[src/rtl/lfsr_prbs_test_pkg.sv]
// Shared definitions for the PRBS test sequencer: FSM state encoding and
// the popcount helper used by the error accumulator.
package lfsr_prbs_test_pkg;

    typedef enum logic [2:0] {
        ST_IDLE  = 3'd0,
        ST_INIT  = 3'd1,
        ST_RUN   = 3'd2,
        ST_DRAIN = 3'd3,
        ST_DONE  = 3'd4
    } state_e;

    // Widest error vector the popcount helper accepts, and its result width.
    localparam int POP_IN_W  = 512;
    localparam int POP_OUT_W = 16;

    // Number of set bits in v; narrower callers zero-extend into v.
    function automatic logic [POP_OUT_W-1:0] popcount(input logic [POP_IN_W-1:0] v);
        logic [POP_OUT_W-1:0] c;
        c = 16'd0;
        for (int i = 0; i < POP_IN_W; i++) begin
            c = c + {15'd0, v[i]};
        end
        return c;
    endfunction

endpackage

[src/rtl/prbs_err_accum.sv]
// Bit-error accumulator: on each valid cycle adds popcount(check_err) to a
// saturating counter, after skipping the first LOCK_WORDS valid cycles
// while the checker self-synchronises.
module prbs_err_accum
    import lfsr_prbs_test_pkg::*;
#(
    parameter int DATA_WIDTH = 64,
    parameter int ERR_WIDTH  = 32,
    parameter int LOCK_WORDS = 1
) (
    input  logic                  clk,
    input  logic                  rst,
    input  logic                  clr,
    input  logic                  err_valid,
    input  logic [DATA_WIDTH-1:0] check_err,
    output logic [ERR_WIDTH-1:0]  err_count
);

    localparam int LOCK_W = (LOCK_WORDS < 1) ? 1 : $clog2(LOCK_WORDS + 1);
    localparam int SUM_W  = ERR_WIDTH + POP_OUT_W;

    logic [LOCK_W-1:0]    lock_cnt_q, lock_cnt_d;
    logic [ERR_WIDTH-1:0] err_count_q, err_count_d;
    logic [POP_OUT_W-1:0] pop_s;
    logic [SUM_W-1:0]     sum_s;
    logic                 in_lock_s;

    // Next-state: clear on test start, skip lock words, then saturating add.
    always_comb begin
        lock_cnt_d  = lock_cnt_q;
        err_count_d = err_count_q;
        pop_s       = popcount(POP_IN_W'(check_err));
        sum_s       = SUM_W'(err_count_q) + SUM_W'(pop_s);
        in_lock_s   = (lock_cnt_q < LOCK_W'(LOCK_WORDS));
        if (clr) begin
            lock_cnt_d  = {LOCK_W{1'b0}};
            err_count_d = {ERR_WIDTH{1'b0}};
        end else if (err_valid) begin
            if (in_lock_s) begin
                lock_cnt_d = lock_cnt_q + LOCK_W'(1);
            end else if (|sum_s[SUM_W-1:ERR_WIDTH]) begin
                err_count_d = {ERR_WIDTH{1'b1}};
            end else begin
                err_count_d = sum_s[ERR_WIDTH-1:0];
            end
        end else begin
            err_count_d = err_count_q;
        end
    end

    // State registers with synchronous reset.
    always_ff @(posedge clk) begin
        if (rst) begin
            lock_cnt_q  <= {LOCK_W{1'b0}};
            err_count_q <= {ERR_WIDTH{1'b0}};
        end else begin
            lock_cnt_q  <= lock_cnt_d;
            err_count_q <= err_count_d;
        end
    end

    assign err_count = err_count_q;

endmodule

[src/rtl/lfsr_prbs_test_ctrl.sv]
// PRBS link test sequencer: resets generator and checker, runs the
// generator for word_count words, enables the checker after the data path
// latency, drains the pipe and reports busy/done/aborted/error status.
// All outputs come straight from flops; they lag the FSM state by a cycle.
module lfsr_prbs_test_ctrl
    import lfsr_prbs_test_pkg::*;
#(
    parameter int DATA_WIDTH   = 64,
    parameter int COUNT_WIDTH  = 32,
    parameter int ERR_WIDTH    = 32,
    parameter int PIPE_LATENCY = 1,
    parameter int LOCK_WORDS   = 1
) (
    input  logic                   clk,
    input  logic                   rst,
    input  logic                   start,
    input  logic                   abort,
    input  logic [COUNT_WIDTH-1:0] word_count,
    output logic                   prbs_rst,
    output logic                   prbs_enable,
    output logic                   check_rst,
    output logic                   check_enable,
    input  logic [DATA_WIDTH-1:0]  check_err,
    output logic                   busy,
    output logic                   done,
    output logic                   aborted,
    output logic [ERR_WIDTH-1:0]   err_count,
    output logic [COUNT_WIDTH-1:0] words_done
);

    state_e                 state_q, state_d;
    logic [COUNT_WIDTH-1:0] remaining_q, remaining_d;
    logic [3:0]             drain_q, drain_d;
    logic [PIPE_LATENCY:0]  en_pipe_q, en_pipe_d;
    logic                   err_valid_q, err_valid_d;
    logic                   prbs_rst_q, prbs_rst_d;
    logic                   check_rst_q, check_rst_d;
    logic                   busy_q, busy_d;
    logic                   done_q, done_d;
    logic                   aborted_q, aborted_d;
    logic [COUNT_WIDTH-1:0] words_done_q, words_done_d;

    logic busy_state_s;
    logic abort_hit_s;
    logic start_ok_s;
    logic issue_s;
    logic acc_valid_s;

    // Qualify start/abort against the current state; abort beats start in IDLE.
    always_comb begin
        busy_state_s = (state_q == ST_INIT) || (state_q == ST_RUN) || (state_q == ST_DRAIN);
        abort_hit_s  = abort && busy_state_s;
        start_ok_s   = (state_q == ST_IDLE) && start && !abort;
        acc_valid_s  = err_valid_q && !abort_hit_s;
    end

    // FSM next-state, word/drain counters and registered output values.
    always_comb begin
        state_d      = state_q;
        remaining_d  = remaining_q;
        drain_d      = drain_q;
        words_done_d = words_done_q;
        aborted_d    = aborted_q;
        issue_s      = 1'b0;
        case (state_q)
            ST_IDLE: begin
                if (start_ok_s) begin
                    state_d      = ST_INIT;
                    remaining_d  = word_count;
                    words_done_d = {COUNT_WIDTH{1'b0}};
                    aborted_d    = 1'b0;
                end else begin
                    state_d = ST_IDLE;
                end
            end
            ST_INIT: begin
                if (remaining_q == {COUNT_WIDTH{1'b0}}) begin
                    state_d = ST_DRAIN;
                    drain_d = 4'(PIPE_LATENCY);
                end else begin
                    state_d = ST_RUN;
                end
            end
            ST_RUN: begin
                issue_s      = 1'b1;
                words_done_d = words_done_q + COUNT_WIDTH'(1);
                remaining_d  = remaining_q - COUNT_WIDTH'(1);
                if (remaining_q == COUNT_WIDTH'(1)) begin
                    state_d = ST_DRAIN;
                    drain_d = 4'(PIPE_LATENCY);
                end else begin
                    state_d = ST_RUN;
                end
            end
            ST_DRAIN: begin
                // Entered with PIPE_LATENCY, so the state lasts PIPE_LATENCY+1 cycles.
                if (drain_q == 4'd0) begin
                    state_d = ST_DONE;
                end else begin
                    drain_d = drain_q - 4'd1;
                end
            end
            ST_DONE: begin
                state_d = ST_IDLE;
            end
            default: begin
                state_d = ST_IDLE;
            end
        endcase

        // Abort overrides whatever the active state decided; counters hold.
        if (abort_hit_s) begin
            state_d      = ST_IDLE;
            issue_s      = 1'b0;
            words_done_d = words_done_q;
            aborted_d    = 1'b1;
        end else begin
            aborted_d = aborted_d;
        end

        prbs_rst_d  = (state_q == ST_INIT) && !abort_hit_s;
        check_rst_d = (state_q == ST_INIT) && !abort_hit_s;
        busy_d      = busy_state_s && !abort_hit_s;
        done_d      = (state_q == ST_DONE);

        // Bit 0 drives the generator; bit PIPE_LATENCY drives the checker.
        en_pipe_d[0] = issue_s;
        for (int i = 1; i <= PIPE_LATENCY; i++) begin
            en_pipe_d[i] = en_pipe_q[i-1];
        end
        err_valid_d = en_pipe_q[PIPE_LATENCY];
        if (abort_hit_s) begin
            en_pipe_d   = {(PIPE_LATENCY+1){1'b0}};
            err_valid_d = 1'b0;
        end else begin
            err_valid_d = err_valid_d;
        end
    end

    // State and output registers with synchronous reset.
    always_ff @(posedge clk) begin
        if (rst) begin
            state_q      <= ST_IDLE;
            remaining_q  <= {COUNT_WIDTH{1'b0}};
            drain_q      <= 4'd0;
            en_pipe_q    <= {(PIPE_LATENCY+1){1'b0}};
            err_valid_q  <= 1'b0;
            prbs_rst_q   <= 1'b0;
            check_rst_q  <= 1'b0;
            busy_q       <= 1'b0;
            done_q       <= 1'b0;
            aborted_q    <= 1'b0;
            words_done_q <= {COUNT_WIDTH{1'b0}};
        end else begin
            state_q      <= state_d;
            remaining_q  <= remaining_d;
            drain_q      <= drain_d;
            en_pipe_q    <= en_pipe_d;
            err_valid_q  <= err_valid_d;
            prbs_rst_q   <= prbs_rst_d;
            check_rst_q  <= check_rst_d;
            busy_q       <= busy_d;
            done_q       <= done_d;
            aborted_q    <= aborted_d;
            words_done_q <= words_done_d;
        end
    end

    prbs_err_accum #(
        .DATA_WIDTH (DATA_WIDTH),
        .ERR_WIDTH  (ERR_WIDTH),
        .LOCK_WORDS (LOCK_WORDS)
    ) u_err_accum (
        .clk       (clk),
        .rst       (rst),
        .clr       (start_ok_s),
        .err_valid (acc_valid_s),
        .check_err (check_err),
        .err_count (err_count)
    );

    assign prbs_rst     = prbs_rst_q;
    assign check_rst    = check_rst_q;
    assign prbs_enable  = en_pipe_q[0];
    assign check_enable = en_pipe_q[PIPE_LATENCY];
    assign busy         = busy_q;
    assign done         = done_q;
    assign aborted      = aborted_q;
    assign words_done   = words_done_q;

endmodule

[config.mk]
export PLATFORM = sky130hd
export DESIGN_NAME = lfsr_prbs_test_ctrl
export DESIGN_NICKNAME = d
export VERILOG_FILES = /design/src/rtl/lfsr_prbs_test_pkg.sv /design/src/rtl/prbs_err_accum.sv /design/src/rtl/lfsr_prbs_test_ctrl.sv
export SDC_FILE = /design/constraint.sdc
export NUM_CORES = 1
export LEC_CHECK = 0
export CAP_MARGIN = 20
export CORE_MARGIN = 10
export CORE_UTILIZATION = 51
export CTS_CLUSTER_DIAMETER = 80
export DETAILED_ROUTE_END_ITERATION = 10
export PLACE_DENSITY = 0.81
export SLEW_MARGIN = 20
export SYNTH_ARGS = -nofsm -noshare
export SYNTH_HDL_FRONTEND = slang
export SYNTH_HIERARCHICAL = 1
export SYNTH_SLANG_ARGS = --single-unit
[constraint.sdc]
create_clock -name clk -period 10.5 [get_ports clk]
set_input_delay 2.1 -clock clk [delete_from_list [all_inputs] [get_ports clk]]
set_output_delay 2.1 -clock clk [all_outputs]
set_load 0.01 [all_outputs]
==> summary.md <==
The flow ran to the end, and the final reports show no timing, DRC or antenna violations. Tracing the worst setup path back leads to its startpoint at check_err[35]. For the via count of the first global-routing pass, the log shows 6522. After detailed routing, the average wire length per cell comes to 15.5 microns. For the worst-skew pair, the clock arrives at the later sink with an insertion delay of 0.35 ns. Dividing the synthesized area by the synthesized cell count gives 8.66 sq um.

At the end of routability-driven placement, the weighted congestion stood at 0.843. After synthesis the netlist holds a flip-flop and latch count of 111. At the end of the flow, the number of nets in the layout was 1193. After the first detailed-routing iteration, the DRC count stood at 404.

The number of standard cells in the final layout excluding fillers came out at 1194. Data on the critical path arrives at its endpoint at 9.01 ns. The run gives 6590 as the total number of vias. The tools report the number of hold-repair buffers added at the cts stage as 0.

The die is 141 microns wide. The leakage power of the design came out at 3.70 nW. Once the clock tree was built, the resizer swapped 0 gates to a different size. At the worst endpoint, the required time is 10.78 ns.

The tools report the setup fix buffers added after clock tree synthesis as 0. The worst-case IR drop observed on VDD is 0.663 mV. In this run the critical register-to-register path is captured at u_err_accum/err_count[17]. The worst setup path is launched from a primary input. The first detailed-routing pass took 5 iterations.

The reported max-cap violation count came out at 0. The setup slack on the worst flop-to-flop path is 4.16 ns, and the total buffers and inverters traversed by the critical path is 7. The finished cells cover 0.00951 sq mm. The cell count along the critical path was 22; the cell total after placement was 1178.

The power density over the cells was 290 mW/mm^2. In this run the remaining antenna-violating nets after routing total 0. In this design, the largest share of critical-path delay is due to adder cells.

Global routing consumed, on the met1 layer, 24.5% of the routing resources. The logs give 0 for the number of design rule violations left after detail routing and 857 for the gate count of the mapped netlist. The fraction of post-synthesis cell area in the top cell type by area came out at 29.9%.

The area added between synthesis and finish came out at 28.2%. The largest individual stage delay along the critical path comes from the cell a21oi_1. In the routed layout, each cell is associated on average with a via count of 5.52. The number of cell rows was 44.

The total power draw is 2.76 mW. The number of synthesis warnings is 6. Cell type contributing the most total cell area after synthesis: dfxtp_1.

The synthesized netlist occupies a cell area of 0.00742 sq mm. The synthesized netlist contains 63 unique library cells. Timing would allow up to 115 MHz.

Yosys instantiated no cell more often than dfxtp_1. The clock transition at the registers of the reported paths came out at 0.07 ns. Summing the sequential cell areas from Yosys gives 29.9% of the chip area. The detailed-placement wirelength estimate was 14300 microns. Setup repair after global routing left no endpoint under its margin. Along the worst path, the maximum fanout reaches 12. TritonCTS built the clock tree. The total global routing track utilization is 18.7%.

Clock tree synthesis selected as its root buffer the cell clkbuf_16. For this run, the slowest stage of the critical path takes 0.79 ns. For the met2 demand-to-capacity share in global routing, the log shows 30.6%.

The initial antenna violation count is 0, and the instance area after placement is 0.00921 sq mm. Net count after synthesis: 1045. Dividing the final minimum period by the clock period gives 83.2%. For the final max-slew violation count, the log shows 0. The worst setup path is captured at a flop.

The total wire length is 18500 microns, and the count of flip-flops with a built-in enable after synthesis is 0. For the clock sink total, the log shows 111. The commonest cells after synthesis are 111 x dfxtp_1, 103 x inv_1, 64 x a21oi_1.

The tools report the final core utilization as 66.2%. The maximum count of clock buffers along a single path is 2. Among the stages of the critical path, the cell type that occurs most often is fa_1. For the count of final hold-check violations, the log shows 0. The tightest min-delay check is of the flop to flop type. The setup TNS came out at 0 ns. End point of the critical path: u_err_accum/err_count[17]. Total of buffers placed on input and output ports: 170. The count of endpoints failing setup in the final report was 0. From bottom edge to top edge, the die measures 141 microns.

The proportion of layout cells with a drive suffix above 1 is 3.76%. The signal on the critical path passes through clkdlybuf4s50_1 > inv_1 > fa_1 > inv_1 > fa_1 > fa_1 > inv_1 > fa_1 > inv_1 > fa_1 > fa_1 > fa_1 > inv_1 > fa_1 > inv_1 > ha_1 > nor2b_1 > o2111ai_1 > a21oi_1 > o21ai_0 > or3_1 > a31oi_1. The smallest clock period supported by the final layout is computed as 8.73 ns. The total inserted antenna cells was 0. The tools report the sum of overflow across all layers after global routing as 0.

The first global-routing pass estimated 31800 microns of wire. Counting flops with an async set or reset pin after synthesis yields a share of 0%. Global routing used 4.00% of the available met3 tracks. Headroom to the max-slew limit came out at 29.5%. Largest net degree at the start of global routing: 43. The run gives 0.0129 ns as the clock skew.

The H-tree depth reported by CTS is 3. The startpoint-to-endpoint class of the critical path is primary input to flop. The floorplan step defined a die boundary enclosing 0.0198 sq mm.

The floorplan step defined a core boundary enclosing 0.0144 sq mm. In this run the count of I/O pins placed on the die edge is 171. By area the synthesized netlist is led by dfxtp_1 30%, fa_1 15%, ha_1 5.4%. Count of cells along the worst register-to-register path: 18. The pin slew with the least headroom to its limit is 1.06 ns. The source of the worst register-to-register timing path was u_err_accum/err_count[0].

Effective utilization at floorplan: 51.6%. For this run, the leading register cell type out of synthesis is dfxtp_1. Clock tree synthesis inserted a total of 9 buffers. The layer flagged by global routing as most heavily used is met2.
## tightest hold or removal path: stages (launching register included)
cell and delay [ns]:
dfxtp_1 0.33, nor2_1 0.05, nor2_1 0.07
## sequential cells by signal (all words and copies together) (netlist names)
name	cells
remaining_q	32
u_err_accum/err_count	32
words_done	32
drain_q	4
state_q	3
en_pipe_q	2
aborted	1
busy	1
check_rst	1
done	1
err_valid_q	1
u_err_accum/lock_cnt_q	1
## how the worst min path moves through the flow
stage	startpoint	to	slack [ns]	depth (start not counted)
3_5_place_dp	aborted	aborted	0.47	2
6_report	u_err_accum/lock_cnt_q	u_err_accum/lock_cnt_q	0.48	2
4_1_cts	aborted	aborted	0.49	2
3_3_place_gp	aborted	aborted	0.46	2
5_1_grt	aborted	aborted	0.51	2
2_1_floorplan	u_err_accum/lock_cnt_q	u_err_accum/lock_cnt_q	0.45	2
## through the flow
step / hold slack, ns / setup WS [ns]
6_report: 0.479 / 1.77
5_1_grt: 0.511 / 1.39
4_1_cts: 0.488 / 1.76
3_5_place_dp: 0.468 / 1.40
3_3_place_gp: 0.455 / 1.51
2_1_floorplan: 0.446 / 2.32
## routing by layer
layer | wire length [microns] | part of all wire, %
met1 | 8560 | 46
met2 | 8890 | 48
met3 | 872 | 4.7
met4 | 198 | 1.1
met5 | 0 | 0
## area by class of cell
cell class	instances	area, sq um
clock inverter	5	65.1
fill	1204	4860
clock buffer	11	233
tap	184	230
timing repair buffer	172	1720
multi-input combinational	607	4650
sequential	111	2220
inverter	104	390
## placed cells by master (no fill, tap or decap), types with 4 or more instances in the layout
cell and instances:
nor3b_1 5, nand2_1 61, nand3b_1 7, a21oi_1 64, o311ai_0 4, fa_1 56
nor2_1 53, nor3_1 26, nand4_1 12, nor4_1 17, o21ai_0 36, and4_1 10
and2_1 5, nand3_1 25, and3_1 18, ha_1 32, clkdlybuf4s50_1 170, dfxtp_1 111
xor2_1 18, o211ai_1 15, a31oi_1 28, inv_1 103, o2111ai_1 8, a211oi_1 6
or4_1 5, clkbuf_16 9, xnor2_1 21, or3_1 25
## power by group
group	leakage, nW	total (mW)	internal [mW]	switching, mW
combinational	2.66	1.97	0.859	1.11
sequential	0.898	0.444	0.432	0.0121
clock	0.145	0.350	0.188	0.161
total	3.70	2.76	1.48	1.28
## cells by family after synthesis
kind of cell | synth area share, %
AO/OA/AOI/OAI | 16.1
XOR/XNOR | 4.60
adder cells (fa/ha/maj) | 20.5
buffers and inverters | 7.37
flip-flops | 29.9
multiplexers | 0.860
AND/OR/NAND/NOR | 20.6
Power figures use the tool's default switching activity.
==> RTL change 1 (same settings) <==
`PIPE_LATENCY`: 1 -> 0. Comments in the files are not updated.
--- a/src/rtl/lfsr_prbs_test_ctrl.sv
+++ b/src/rtl/lfsr_prbs_test_ctrl.sv
@@ -8,7 +8,7 @@
     parameter int DATA_WIDTH   = 64,
     parameter int COUNT_WIDTH  = 32,
     parameter int ERR_WIDTH    = 32,
-    parameter int PIPE_LATENCY = 1,
+    parameter int PIPE_LATENCY = 0,
     parameter int LOCK_WORDS   = 1
 ) (
     input  logic                   clk,
Formal check against the unedited RTL: not equivalent (a bounded check fails within 4 cycles, from zero or initial values and one cycle with rst high).
==> RTL change 1 against the original RTL <==
First-iteration DRC count shrank 7.2%. Clock skew decreased by 0.0018 ns. Sequential cell count down 1. Setup slack better by 0.056 ns. Design area fell by 0.16%. Clock power increased by 2%. Area after synthesis is 0.34% higher. Total power increased by 1.8%. Routed wire length grew 3.4%. Combinational power increased by 2%. Largest cell class unchanged.
==> RTL change 1: results (changes against the original RTL) <==
ranking of synthesized cells by area dfxtp_1, fa_1, ha_1 (unchanged); first-pass GRT wire length 31300 um (was 31800 um); met1 wire length 8710 um (was 8560 um); Met3 Wirelength 1140 um (was 872 um); Max VDD drop 0.492 mV (was 0.663 mV); GR Layer Usage met1 24.5% (about the same); r2r setup slk 4.21 ns (was 4.16 ns); R2R Path End u_err_accum/err_count[17] (unchanged); met2 Usage GRT 29.9% (was 30.6%); hold path depth 1 (was 2); fin nets 1176 (was 1193); Tot Pwr 0.00281 W (was 0.00276 W); post-synthesis adder-cell area fraction 20.4% (was 20.5%); Layout Skew 0.0111 ns (was 0.0129 ns); DP Area 9190 um2 (was 9210 um2); share of layout cells above drive strength 1 3.93% (was 3.76%); initial DRC count 375 (was 404); status finished, final reports clean (unchanged); wire per inst 16.3 um (was 15.5 um); slowest cell delay on critical path 0.74 ns (was 0.79 ns); critical hold path startpoint drain_q[0] (was u_err_accum/lock_cnt_q); worst slew pin tran 0.980 ns (was 1.06 ns); Post-Synth XOR/XNOR Area 5.41% (was 4.60%); HPWL after detailed placement 14700 um (was 14300 um); synth unique cells 64 (was 63); syn nets 1031 (was 1045); # fillers 1179 (was 1204); final hold slack 0.477 ns (was 0.479 ns); Placed Instances 1161 (was 1178); P_comb 0.00201 W (was 0.00197 W); sequential fraction of the synthesis area 29.6% (was 29.9%); gpl congestion 0.830 (was 0.843); Crit path arrival time 8.96 ns (was 9.01 ns); top cells by count, synth dfxtp_1, inv_1, nor2_1 (was dfxtp_1, inv_1, a21oi_1); vias in the first global route 6300 (was 6522); syn_area_per_cell 8.83 um2 (was 8.66 um2); via count 6529 (was 6590); multiplexer share of the synthesized area 0.857% (was 0.860%); grt met3 use 4.97% (was 4.00%); Sequential Power Share 15.6% (was 16.1%); ys async rst share 0% (unchanged)
-- RTL change 1: cell count changes in the layout (fill, tap and decap cells not counted), sizes merged, moves of 5 or more --
cell and change:
xor2 +14, nand4 +7, nand2 -11, a21oi -18, nor2 +12, or3 -12, nand3 +9, xnor2 -7
o21ai -9, nand3b -5, and2 +5, nor3 -8
-- RTL change 1: how the worst max path moves through the flow --
stage,startpoint,to,slack (ns)
3_5_place_dp,check_err[35],u_err_accum/err_count[17],1.50
2_1_floorplan,check_err[35],u_err_accum/err_count[26],2.32
4_1_cts,check_err[35],u_err_accum/err_count[17],1.88
3_3_place_gp,check_err[35],u_err_accum/err_count[17],1.55
6_report,check_err[35],u_err_accum/err_count[17],1.82
5_1_grt,check_err[35],u_err_accum/err_count[17],1.42
-- RTL change 1: area by class of cell --
class,instances,area (um2),area share [%]
inverters,100,375,3.95
flip-flops and latches,110,2200,23.2
clock buffers,9,225,2.37
repair buffers,173,1720,18.2
clock inverters,6,77.6,0.817
multi-input cells,594,4660,49.1
well taps,184,230,2.42
==> RTL change 2 (same flow settings) <==
Without the edit above. Encoding of `state_e`: now one-hot (5 bits for 5 states).
--- a/src/rtl/lfsr_prbs_test_pkg.sv
+++ b/src/rtl/lfsr_prbs_test_pkg.sv
@@ -2,12 +2,12 @@
 // the popcount helper used by the error accumulator.
 package lfsr_prbs_test_pkg;
 
-    typedef enum logic [2:0] {
-        ST_IDLE  = 3'd0,
-        ST_INIT  = 3'd1,
-        ST_RUN   = 3'd2,
-        ST_DRAIN = 3'd3,
-        ST_DONE  = 3'd4
+    typedef enum logic [4:0] {
+        ST_IDLE  = 5'b00001,
+        ST_INIT  = 5'b00010,
+        ST_RUN   = 5'b00100,
+        ST_DRAIN = 5'b01000,
+        ST_DONE  = 5'b10000
     } state_e;
 
     // Widest error vector the popcount helper accepts, and its result width.
Behaviour: no difference found for any inputs over 4 cycles, from zero or initial values and one cycle with rst high; so few cycles prove little.
==> RTL change 2 against the original RTL <==
Total power rose by 10%. Routed wire length rose by 14%. Sequential cell count rose by 2. Area after synthesis rose by 4.2%. Largest power group unchanged. Design area rose by 6.3%. Setup slack got worse by 0.057 ns. Utilization rose by 2.6 points. Clock skew fell by 0.0038 ns.
==> RTL change 2: results (changes against the original RTL) <==
overall routing resource usage 20.6% (was 18.7%); Layout Skew 0.00909 ns (was 0.0129 ns); WL final 21100 um (was 18500 um); status finished, final reports clean (unchanged); Multi-input gate area 4870 um2 (was 4650 um2); Tot Pwr 0.00304 W (was 0.00276 W); Max H-tree Level 4 (was 3); top cells by count, synth dfxtp_1, inv_1, nor2_1 (was dfxtp_1, inv_1, a21oi_1); Max VDD drop 0.459 mV (was 0.663 mV); multi-input gates 650 (was 607); Post-Synth XOR/XNOR Area 4.42% (was 4.60%); gpl congestion 0.868 (was 0.843); Register Area 2260 um2 (was 2220 um2); Worst-Skew Late Latency 0.42 ns (was 0.35 ns); Placed Instances 1229 (was 1178); part of the power in the clock network 19.5% (was 12.7%); vias in the first global route 7012 (was 6522); Reg clk slew, reported paths 0.05 ns (was 0.07 ns); inverters 109 (was 104); final setup margin 1.71 ns (was 1.77 ns); initial DRC count 488 (was 404); first-pass GRT wire length 34900 um (was 31800 um); clock buf count 22 (was 11); # fillers 1184 (was 1204); Pleak 3.96 nW (was 3.70 nW); net load switching power 0.00136 W (was 0.00128 W); grt met3 use 5.07% (was 4.00%); Compound-Gate Fraction of Synth Area 17.1% (was 16.1%); drt via density 5.73 (was 5.52); ranking of synthesized cells by area dfxtp_1, fa_1, inv_1 (was dfxtp_1, fa_1, ha_1); sequential fraction of the synthesis area 29.3% (was 29.9%); headroom to the max-slew limit 30.2% (was 29.5%)
==> RTL change 2: cell types whose count changed in the layout (fill, tap and decap cells not counted), moves of 10 or more <==
| cell | change |
|---|---|
| nand4_1 | +16 |
| o21ai_0 | +17 |
| nor2_1 | +19 |
| xnor2_1 | -10 |
| xor2_1 | +10 |
| o211ai_1 | -11 |
| nor3_1 | +12 |
==> RTL change 2: how the worst min path moves through the flow <==
stage,startpoint,slack [ns],cells past startpoint,end
2_1_floorplan,u_err_accum/lock_cnt_q,0.45,2,u_err_accum/lock_cnt_q
3_3_place_gp,en_pipe_q[1],0.44,1,err_valid_q
3_5_place_dp,en_pipe_q[1],0.45,1,err_valid_q
4_1_cts,en_pipe_q[1],0.47,1,err_valid_q
5_1_grt,en_pipe_q[1],0.50,1,err_valid_q
6_report,en_pipe_q[1],0.46,1,err_valid_q
